`config.mk`:
```
export PLATFORM = sky130hd
export DESIGN_NAME = qbus_master_arb
export DESIGN_NICKNAME = d
export VERILOG_FILES = /design/src/rtl/qbus_pkg.sv /design/src/rtl/qbus_master_arb_sync2.sv /design/src/rtl/qbus_master_arb.sv
export SDC_FILE = /design/constraint.sdc
export NUM_CORES = 1
export LEC_CHECK = 0
export ABC_AREA = 1
export CORE_MARGIN = 2
export CORE_UTILIZATION = 50
export CTS_CLUSTER_SIZE = 14
export DETAILED_ROUTE_END_ITERATION = 10
export DONT_BUFFER_PORTS = 1
export PLACE_DENSITY = 0.64
export SYNTH_ARGS = -nofsm -noshare
export SYNTH_HDL_FRONTEND = slang
export SYNTH_HIERARCHICAL = 1
export SYNTH_SLANG_ARGS = --single-unit
```
`constraint.sdc`:
```
create_clock -name clk -period 2.9 [get_ports clk]
set_input_delay 0.29 -clock clk [delete_from_list [all_inputs] [get_ports clk]]
set_output_delay 0.29 -clock clk [all_outputs]
set_load 0.005 [all_outputs]
```
`src/rtl/qbus_pkg.sv`:
```
// Shared encodings for the Q-bus master arbiter: bus cycle states, bus owner
// and the reply timeout limit.
package qbus_pkg;

    typedef enum logic [2:0] {
        BS_IDLE,
        BS_ADDR,
        BS_RD,
        BS_WR,
        BS_DONE,
        BS_ERR,
        BS_DMA_REQ,
        BS_DMA_OWN
    } bus_state_t;

    typedef enum logic [1:0] {
        OWN_NONE,
        OWN_F,
        OWN_O
    } owner_t;

    localparam int CNT_W = 6;
    localparam logic [CNT_W-1:0] TIMEOUT = 6'd63;

endpackage

```
`src/rtl/qbus_master_arb_sync2.sv`:
```
// Two-flop synchronizer for the asynchronous Q-bus handshake inputs.
// The reset value is the line's idle level so nothing looks asserted at reset.
module sync2 #(
    parameter logic RST_VAL = 1'b1
) (
    input  logic clk,
    input  logic reset,
    input  logic d,
    output logic q
);

    logic meta;

    always_ff @(posedge clk or negedge reset) begin
        if (!reset) begin
            meta <= RST_VAL;
            q    <= RST_VAL;
        end else begin
            meta <= d;
            q    <= meta;
        end
    end

endmodule

```
`src/rtl/qbus_master_arb.sv`:
```
// CPU-side Q-bus master: arbitrates DMA, operand and fetch requesters and
// sequences each granted read/write cycle with a reply timeout.
module qbus_master_arb
    import qbus_pkg::*;
(
    input  logic        clk,
    input  logic        reset,
    input  logic        f_req,
    input  logic [15:0] f_addr,
    output logic        f_done,
    output logic        f_err,
    input  logic        o_req,
    input  logic        o_wr,
    input  logic        o_byte,
    input  logic [15:0] o_addr,
    input  logic [15:0] o_wdata,
    output logic        o_done,
    output logic        o_err,
    output logic [15:0] rdata,
    input  logic        dmr,
    input  logic        sack,
    input  logic        rply,
    output logic        dmgo,
    output logic        sync,
    output logic        din,
    output logic        dout,
    output logic        wtbt,
    output logic [15:0] ad_o,
    output logic        ad_oe,
    input  logic [15:0] ad_i
);

    bus_state_t        state, next_state;
    owner_t            owner, next_owner;
    logic              dmr_s, sack_s, rply_s;
    logic              done_seen;
    logic [CNT_W-1:0]  cnt;
    logic [15:0]       cur_addr, cur_wdata;
    logic              cur_wr, cur_byte;

    sync2 #(.RST_VAL(1'b1)) u_sync_dmr  (.clk(clk), .reset(reset), .d(dmr),  .q(dmr_s));
    sync2 #(.RST_VAL(1'b1)) u_sync_sack (.clk(clk), .reset(reset), .d(sack), .q(sack_s));
    sync2 #(.RST_VAL(1'b1)) u_sync_rply (.clk(clk), .reset(reset), .d(rply), .q(rply_s));

    // done_seen marks every clock after the first in DONE so the pulse lasts one clock
    always_ff @(posedge clk or negedge reset) begin
        if (!reset) begin
            state     <= BS_IDLE;
            owner     <= OWN_NONE;
            done_seen <= 1'b0;
        end else begin
            state     <= next_state;
            owner     <= next_owner;
            done_seen <= (state == BS_DONE);
        end
    end

    always_ff @(posedge clk or negedge reset) begin
        if (!reset) begin
            cnt       <= '0;
            rdata     <= '0;
            cur_addr  <= '0;
            cur_wdata <= '0;
            cur_wr    <= 1'b0;
            cur_byte  <= 1'b0;
        end else begin
            if (state == BS_IDLE && next_state == BS_ADDR) begin
                if (next_owner == OWN_O) begin
                    cur_addr  <= o_addr;
                    cur_wdata <= o_wdata;
                    cur_wr    <= o_wr;
                    cur_byte  <= o_byte;
                end else begin
                    cur_addr  <= f_addr;
                    cur_wdata <= '0;
                    cur_wr    <= 1'b0;
                    cur_byte  <= 1'b0;
                end
            end
            if (state == BS_ADDR) begin
                cnt <= '0;
            end else if (state == BS_RD || state == BS_WR) begin
                cnt <= cnt + 1'b1;
            end
            if (state == BS_RD && !rply_s) begin
                rdata <= ad_i;
            end
        end
    end

    // A reply on the same clock as the timeout still completes the cycle
    always_comb begin
        next_state = state;
        next_owner = owner;
        case (state)
            BS_IDLE: begin
                if (!dmr_s) begin
                    next_state = BS_DMA_REQ;
                end else if (o_req) begin
                    next_state = BS_ADDR;
                    next_owner = OWN_O;
                end else if (f_req) begin
                    next_state = BS_ADDR;
                    next_owner = OWN_F;
                end
            end
            BS_ADDR:    next_state = cur_wr ? BS_WR : BS_RD;
            BS_RD, BS_WR: begin
                if (!rply_s) begin
                    next_state = BS_DONE;
                end else if (cnt == TIMEOUT) begin
                    next_state = BS_ERR;
                end
            end
            BS_DONE: begin
                if (rply_s) begin
                    next_state = BS_IDLE;
                    next_owner = OWN_NONE;
                end
            end
            BS_ERR: begin
                next_state = BS_IDLE;
                next_owner = OWN_NONE;
            end
            BS_DMA_REQ: begin
                if (!sack_s) begin
                    next_state = BS_DMA_OWN;
                end else if (dmr_s) begin
                    next_state = BS_IDLE;
                end
            end
            BS_DMA_OWN: begin
                if (sack_s) begin
                    next_state = BS_IDLE;
                end
            end
            default: begin
                next_state = BS_IDLE;
                next_owner = OWN_NONE;
            end
        endcase
    end

    always_comb begin
        sync   = 1'b1;
        din    = 1'b1;
        dout   = 1'b1;
        wtbt   = 1'b1;
        dmgo   = 1'b1;
        ad_oe  = 1'b0;
        ad_o   = '0;
        f_done = 1'b0;
        f_err  = 1'b0;
        o_done = 1'b0;
        o_err  = 1'b0;
        case (state)
            BS_ADDR: begin
                ad_oe = 1'b1;
                ad_o  = cur_addr;
                wtbt  = ~cur_wr;
            end
            BS_RD: begin
                sync = 1'b0;
                din  = 1'b0;
                wtbt = ~cur_byte;
            end
            BS_WR: begin
                sync  = 1'b0;
                dout  = 1'b0;
                ad_oe = 1'b1;
                ad_o  = cur_wdata;
                wtbt  = ~cur_byte;
            end
            BS_DONE: begin
                sync = 1'b0;
                if (!done_seen) begin
                    f_done = (owner == OWN_F);
                    o_done = (owner == OWN_O);
                end
            end
            BS_ERR: begin
                f_err = (owner == OWN_F);
                o_err = (owner == OWN_O);
            end
            BS_DMA_REQ: dmgo = 1'b0;
            default: ;
        endcase
    end

endmodule

```
### Word-level counts from Yosys, hierarchy flattened

Index checks and enable logic that the tools add are counted.

| storage, ports and cells | value |
|---|---|
| register bits | 68 |
| word-level logic and storage cells | 74 |
| bits of input ports | 73 |
| output and inout port bits | 42 |

| operators by class | value |
|---|---|
| $add $sub $neg | 1 |
| multiplexer cells | 35 |
| reduce and logical (&&, ||, !) cells | 9 |
| equal/unequal tests | 12 |
| bitwise gates (word level) | 2 |

Operators with widths:

| cell | count |
|---|---|
| two-way mux 16 bit | 2 |
| one-hot mux 16 bit (2 select lines) | 1 |
| two-way mux 3 bit | 9 |
| one-hot mux 3 bit (7 select lines) | 1 |
| two-way mux 1 bit | 14 |
| == test 3 bit, second input constant | 4 |
| two-way mux 6 bit | 2 |
| two-way mux 2 bit | 4 |
| adder 6 x 1 -> 6 bit, second input constant | 1 |
| == test 3 x 1 -> 1 bit, second input constant | 2 |
| == test 3 x 2 -> 1 bit, second input constant | 2 |
| == test 6 bit, second input constant | 1 |
| one-hot mux 2 bit (3 select lines) | 1 |
| == test 2 bit, second input constant | 2 |
| OR reduction 2 bit | 2 |
| zero test 3 bit | 1 |
| OR reduction 3 bit | 1 |
| == test 2 x 1 -> 1 bit, second input constant | 1 |
| logical AND 1 bit | 2 |
| inverter 1 bit | 2 |
| one-hot mux 1 bit (2 select lines) | 1 |
| nonzero test 2 bit | 1 |
| zero test 1 bit | 1 |
| logical OR 1 bit | 1 |

### Logic depth before layout (Yosys ltp)

Gate-level depths: netlist (run 1).

| logic depth | value |
|---|---|
| depth in word-level cells | 6 |
| mapped depth | 11 |
| depth with buffers taken out | 9 |

### Cells and area by module

Netlist (run 1), hierarchy kept.

By module, submodules not included:

| module | seq. area each (µm²) | times used | cells an instance | area each (µm²) |
|---|---|---|---|---|
| qbus_master_arb | 1551.5 | 1 | 387 | 3363.2 |
| sync2 | 52.6 | 3 | 2 | 52.6 |

### Worst setup path after synthesis (run 1)

Ideal clock, no wire load.

| timing | value |
|---|---|
| path type | reg2out |
| from | register state[2] |
| to | output port ad_o[11] |
| buffers on the path | 2 |
| stages on the path, launching flop included | 6 |
| slack | 1.368 ns |
| data arrival time | 1.242 ns |
| cell sequence | dfrtp_1 buf_6 nor2_4 nand2_1 clkbuf_1 o21ai_0 |

| between the ends | value |
|---|---|
| longest elaborated chain between the ends | 2 |
| elaborated cells between the ends (all ways) | 3 |
| those cells by class | eq/ne (2); mux (1) |

RTL lines:

| what | RTL line | RTL |
|---|---|---|
| from (decl) | qbus_master_arb.sv:33 | `bus_state_t state, next_state;` |
| from (signal assigned) | qbus_master_arb.sv:52 | `state <= next_state;` |
| == test 3 x 2 -> 1 bit / == test 3 x 1 -> 1 bit (equally long branches) | qbus_master_arb.sv:156 | `case (state)` |
| one-hot mux 16 bit (2 select lines) (*) | qbus_master_arb.sv:156 |  |
| to (decl) | qbus_master_arb.sv:28 | `output logic [15:0] ad_o,` |

Every way passes the cells marked *; elsewhere a longest branch is shown, timed or not.

### Worst setup path after layout (run 1)

| timing | value |
|---|---|
| from | register state[2] |
| to | output port ad_o[5] |

The elaborated chain is that of the path after synthesis.

==> flow_metrics.py, run 1 <==
metrics = {
    "status": {
        "status": "complete, no violations",
    },
    "timing": {
        "slew_headroom_pct": 65.18,
        "fmax_ghz": 0.4339,
        "drv_slew": 0,
        "worst_pin_slew_ns": 0.5210,
        "setup_viol": 0,
        "period_minus_slack_ns": 2.305,
        "final_hold_viol_count": 0,
        "rsz0062_at_grt": "no",
        "setup_tns_ns": 0,
        "period_share_pct": 79.47,
        "fin_skew_ns": 0.009567,
    },
    "setup_path": {
        "cp.arrival_ns": 2.01,
        "worst_setup_path_start_kind": "flop",
        "cp_max_fo": 18,
        "cp-end-kind": "primary output",
        "required_ns": 2.61,
        "worst-setup-path-type": "reg -> out",
    },
    "die": {
        "start_util_pct": 51.82,
        "num_io_pins": 115,
        "coreArea_um2": 6794,
        "dieWidth_um": 87.92,
        "dieHeight_um": 87.92,
        "die_area_um2": 7729,
        "rows": 30,
    },
    "clocking": {
        "htreeDepth": 3,
        "cts_root_buf": "clkbuf_8",
        "cts-resized-gates": 0,
        "worstSkewPairLatency_ns": 0.34,
        "clkTransAtPathRegs_ns": 0.07,
        "cts_tree": "yes",
        "cts_buffers": 9,
        "cts_buffer_depth": 2,
        "cts.sinks": 68,
    },
    "run": {
        "maxCapViolCount": 0,
    },
    "pwr": {
        "max-vdd-ir-drop_uv": 621.4,
        "p_leak_nw": 1.833,
        "powerDensity_nw_per_um2": 988.8,
    },
    "worst_hold_path": {
        "min_path_type": "in -> reg",
    },
    "yosys": {
        "avgSynthCellArea_um2": 8.959,
        "syn_inst": 393,
        "synth_cell_type_count": 33,
        "ys.flop_type": "dfrtp_1",
        "async_reset_ff_share_pct": 100.0,
        "synth_edf_count": 0,
        "syn-num-nets": 467,
        "syn_area_um2": 3521,
        "yosysTopAreaCell": "dfrtp_1",
        "seq_area_frac_synth_pct": 48.54,
        "synth.top_cell.area_share_pct": 44.07,
        "ys_ff_latch": 68,
        "yosys_warnings": 6,
        "synth_area_leaders": "dfrtp_1, nand2_1, inv_1",
    },
    "drt": {
        "post_drt_wl_per_cell_um": 14.58,
        "drtIter0Drc": 98,
        "route.final.wire_length_mm": 7.233,
        "vias_per_cell": 5.286,
        "postRouteAntennaNets": 0,
        "vias": 2622,
        "drt-pass1-iter-count": 4,
        "drc": 0,
    },
    "finish": {
        "instances_no_fill": 496,
        "layout-drive-gt1-share_pct": 19.00,
        "antenna_cells": 0,
        "final_nets": 469,
        "area_delta_synth_final_pct": 8.955,
        "num-fill-cells": 615,
        "final_cell_mix": "nand2_1, inv_1, dfrtp_1, nand3_1, o21ai_0",
        "final_common_cell": "nand2_1",
    },
    "place": {
        "gp_congestion": 0.8675,
        "dp_cells": 475,
        "dp_hpwl_mm": 5.285,
        "port_buffers": 0,
    },
    "global_routing": {
        "grt_pass1_wl_mm": 11.45,
        "gr-usage-all-layers_pct": 19.54,
        "grt_pass1_vias": 2326,
        "grt_overflow": 0,
        "grt_max_degree": 69,
        "antenna_found_initial": 0,
    },
}
[stage by stage]
| stage | power, W | util (%) | setup WS (ns) | cell area [µm²] | hold slack (ns) |
|---|---|---|---|---|---|
| 3_3_place_gp | 0.002901 | 52.28 | 0.9675 | 3552 | -0.003315 |
| 4_1_cts | 0.003830 | 56.46 | 0.5569 | 3836 | 0.06003 |
| 6_report | 0.003793 | 56.46 | 0.5953 | 3836 | 0.07339 |
| 5_1_grt | 0.004096 | 56.46 | 0.4322 | 3836 | 0.05279 |
| 3_5_place_dp | 0.002943 | 52.28 | 0.9188 | 3552 | -0.003512 |
| 2_1_floorplan | 0.002748 | - | 1.368 | 3521 | -0.005591 |
[synthesized netlist by cell type (2+ instances only)]
master,count
nand3_4,3
buf_6,2
nand2_4,5
nand2_2,3
nand2_1,85
dfstp_2,6
a21oi_1,4
nand3_1,32
nor3_1,4
nor4_1,2
nor2_8,2
buf_2,8
inv_4,3
mux2_1,4
nor2_1,9
inv_1,63
nand3_2,11
dfrtp_1,62
o21ai_0,29
o21ai_2,9
buf_4,4
inv_2,2
nand4_1,20
mux2_2,12
[registers in the layout (all words and copies together) (netlist names)]
signal            flops
u_sync_rply/q         1
cur_addr             16
u_sync_dmr/q          1
rdata                16
cur_wdata            16
cnt                   6
cur_wr                1
done_seen             1
u_sync_sack/meta      1
cur_byte              1
u_sync_sack/q         1
u_sync_dmr/meta       1
state                 3
u_sync_rply/meta      1
owner                 2
[routing by layer]
layer,vias up,track usage (%),wire length (µm)
met5,-,0,0
met4,0,7.832,189
met3,15,5.844,446
met2,107,27.07,3146
met1,1212,28.56,3451
li1,1288,-,-
[area by class of cell]
type | count | area (µm²) | share of cell area (%)
clock inverter | 5 | 75.07 | 1.957
timing repair buffer | 7 | 95.09 | 2.479
inverter | 68 | 262.8 | 6.849
clock buffer | 11 | 141.4 | 3.686
multi-input combinational | 241 | 1433 | 37.34
tap | 96 | 120.1 | 3.131
sequential | 68 | 1709 | 44.55
[final timing paths]
path	start	to	slack (ns)	cells after the start
setup / recovery	state[2]	ad_o[5]	0.60	3
hold / removal	o_wdata[9]	cur_wdata[9]	0.07	2
setup reg to reg	state[1]	cur_wdata[5]	0.93	8
hold reg to reg	u_sync_dmr/meta	u_sync_dmr/q	0.36	0
max in group asynchronous	reset	u_sync_dmr/meta	2.09	2
min in group asynchronous	reset	rdata[12]	0.48	2
[kinds of logic after synthesis]
kind of cell             share of synthesized area [%]
AND/OR/NAND/NOR                                  27.26
buffers and inverters                            10.77
flip-flops                                       48.54
AO/OA/AOI/OAI                                    7.961
multiplexers                                     5.117
adder cells (fa/ha/maj)                         0.3553
[critical path, stage by stage (launching register included)]
cell	delay, ns
dfrtp_1	0.56
nor2_4	0.29
nand2_1	0.36
o21ai_0	0.46
[timing repair]
item                                    4_1_cts  5_1_grt
endpoints found under the setup margin        0        0
endpoints found under the hold margin        71        0
hold buffers                                  5        0
buffers inserted                              0        0
[power by group]
group / total [W] / internal [W] / switching, W / leakage (nW)
clock: 0.000849 / 0.000503 / 0.000346 / 0.113
sequential: 0.00159 / 0.00132 / 0.000269 / 0.848
combinational: 0.00135 / 0.000477 / 0.000875 / 0.872
(Power assumes the default switching activity.)
==> run 2: changes to the inputs <==
clock period = 2.17 ns   (was 2.9 ns; I/O delays follow)
==> flow_metrics.py, run 2 (same netlist as run 1, synthesis figures left out) <==
metrics = {
    "status": {
        "status": "complete, no violations",
    },
    "drt": {
        "vias": 2594,
        "drtIter0Drc": 135,
        "drt-pass1-iter-count": 4,
        "post_drt_wl_per_cell_um": 14.60,
        "route.final.wire_length_mm": 7.429,
        "vias_per_cell": 5.096,
        "drc": 0,
        "postRouteAntennaNets": 0,
    },
    "timing": {
        "drv_slew": 0,
        "slew_headroom_pct": 64.37,
        "setup_viol": 0,
        "period_minus_slack_ns": 2.091,
        "fmax_ghz": 0.4781,
        "fin_skew_ns": 0.007243,
        "setup_tns_ns": 0,
        "period_share_pct": 96.38,
        "final_hold_viol_count": 0,
        "rsz0062_at_grt": "yes",
        "worst_pin_slew_ns": 0.5345,
        "holdWs_ns": 0.01103,
    },
    "pwr": {
        "switchingPower_w": 0.001991,
        "power_frac_seq_pct": 42.3,
        "p_leak_nw": 1.885,
        "power_frac_clock_pct": 21.4,
        "combPwrFrac_pct": 36.4,
        "max-vdd-ir-drop_uv": 560.9,
        "swShare_pct": 39.45,
        "power.internal_w": 0.003056,
        "powerDensity_nw_per_um2": 1277,
    },
    "setup_path": {
        "required_ns": 1.95,
        "cp.arrival_ns": 1.87,
        "cp_max_fo": 18,
        "r2r_cells": 8,
        "reg2reg_to": "cur_wdata[7]",
        "startpoint": "state[2]",
        "cp-end-kind": "primary output",
        "path_cells": "nor2_4, nand2_2, o21ai_0",
        "r2r_slack_ns": 0.22,
        "worstSetupEndpoint": "ad_o[5]",
        "r2r-start": "state[2]",
        "crit_family": "simple AND/OR/NAND/NOR gates",
        "critPathMaxStageDelay_ns": 0.57,
        "worst-setup-path-type": "reg -> out",
        "critical_path_depth": 3,
        "worst_setup_path_start_kind": "flop",
        "slowest_stage": "dfrtp_1",
        "critPathBufInv": 0,
    },
    "global_routing": {
        "globalRoute.busiestLayer": "met2",
        "grt_overflow": 0,
        "grt_max_degree": 69,
        "use_met1_pct": 28.10,
        "met2_usage_pct": 29.55,
        "gr-usage-all-layers_pct": 20.08,
        "grt_pass1_wl_mm": 11.76,
        "grt_pass1_vias": 2395,
        "antenna_found_initial": 0,
        "met3_usage_pct": 4.618,
    },
    "place": {
        "gp_congestion": 0.8559,
        "dp_hpwl_mm": 5.308,
        "port_buffers": 0,
        "dp_cells": 477,
    },
    "die": {
        "start_util_pct": 51.82,
        "coreArea_um2": 6794,
        "rows": 30,
        "dieWidth_um": 87.92,
        "dieHeight_um": 87.92,
        "num_io_pins": 115,
        "die_area_um2": 7729,
    },
    "finish": {
        "area_delta_synth_final_pct": 12.22,
        "reg_top3": "cur_addr: 16 flops, cur_wdata: 16 flops, rdata: 16 flops",
        "final_common_cell": "nand2_1",
        "antenna_cells": 0,
        "final_nets": 483,
        "instances_no_fill": 509,
        "layout-drive-gt1-share_pct": 19.37,
        "final_cell_mix": "nand2_1, inv_1, dfrtp_1, nand3_1, o21ai_0",
        "num-fill-cells": 594,
    },
    "clocking": {
        "cts.sinks": 68,
        "cts_buffer_depth": 2,
        "cts_root_buf": "clkbuf_8",
        "cts_buffers": 9,
        "htreeDepth": 3,
        "worstSkewPairLatency_ns": 0.34,
        "clkTransAtPathRegs_ns": 0.07,
        "cts_tree": "yes",
    },
    "worst_hold_path": {
        "min_path_type": "in -> reg",
    },
    "run": {
        "maxCapViolCount": 0,
    },
}
run 2: stage by stage:
step                instance area, µm²  util, %  total power, W  setup WS [ns]
global placement                  3555    52.32        0.003886         0.3288
floorplan                         3521        -        0.003673         0.6875
global route                      3951    58.16        0.005474       -0.03709
detailed placement                3555    52.32        0.003935         0.2806
finish                            3951    58.16        0.005048        0.07859
CTS                               3939    57.97        0.005089        0.08839
run 2: power by group through the flow:
stage	clock network, W	registers [W]	logic [W]
after floorplan	0	0.00203	0.00165
after global placement	0	0.00214	0.00174
after detailed placement	0	0.00215	0.00178
after CTS	0.00111	0.00213	0.00185
after global routing	0.00117	0.00221	0.00209
final	0.00108	0.00213	0.00184
run 2: repair_timing:
item                                   4_1_cts  5_1_grt
setup endpoints to repair                   12       14
setup buffers                                0        0
resized for setup                            2        3
endpoints found under the hold margin       82        1
hold buffers                                16        1
pin swaps                                    0        0
run 2: layout make-up:
class / instances / area, µm² / share of cell area, %
repair buffers: 21 / 217.7 / 5.510
inverters: 68 / 262.8 / 6.650
multi-input cells: 241 / 1438 / 36.38
clock buffers: 9 / 123.9 / 3.135
clock inverters: 6 / 80.08 / 2.027
well taps: 96 / 120.1 / 3.040
flip-flops and latches: 68 / 1709 / 43.26
run 2: worst reg2reg max path, cell delays in order (launching register included):
cell     delay (ns)
dfrtp_1        0.68
inv_4          0.10
a21oi_2        0.16
nand2_2        0.10
nand2_4        0.20
nand2_4        0.10
nor2_8         0.31
nand3_1        0.12
o21ai_1        0.09
run 2: how the worst min path moves through the flow:
stage                  start         to  slack (ns)  depth (start not counted)
CTS                  ad_i[6]   rdata[6]       0.003                          1
finish               ad_i[6]   rdata[6]        0.01                          1
detailed placement     reset  rdata[11]       -0.08                          0
global placement       reset  rdata[11]       -0.08                          0
global route        ad_i[15]  rdata[15]       0.003                          1
floorplan              reset     cnt[0]       -0.08                          0
run 2: metal layers:
layer | share of wire, % | vias to the layer above | wire, µm
li1 | - | 1310 | -
met1 | 46 | 1181 | 3402
met2 | 46 | 93 | 3416
met3 | 6.2 | 10 | 462
met4 | 2.0 | 0 | 148
met5 | 0 | - | 0
==> run 3: changes to the inputs <==
SLEW_MARGIN = 0   (was not set)
==> results of run 3 <==
The final DEF is identical to that of run 2; final timing and power are the same.
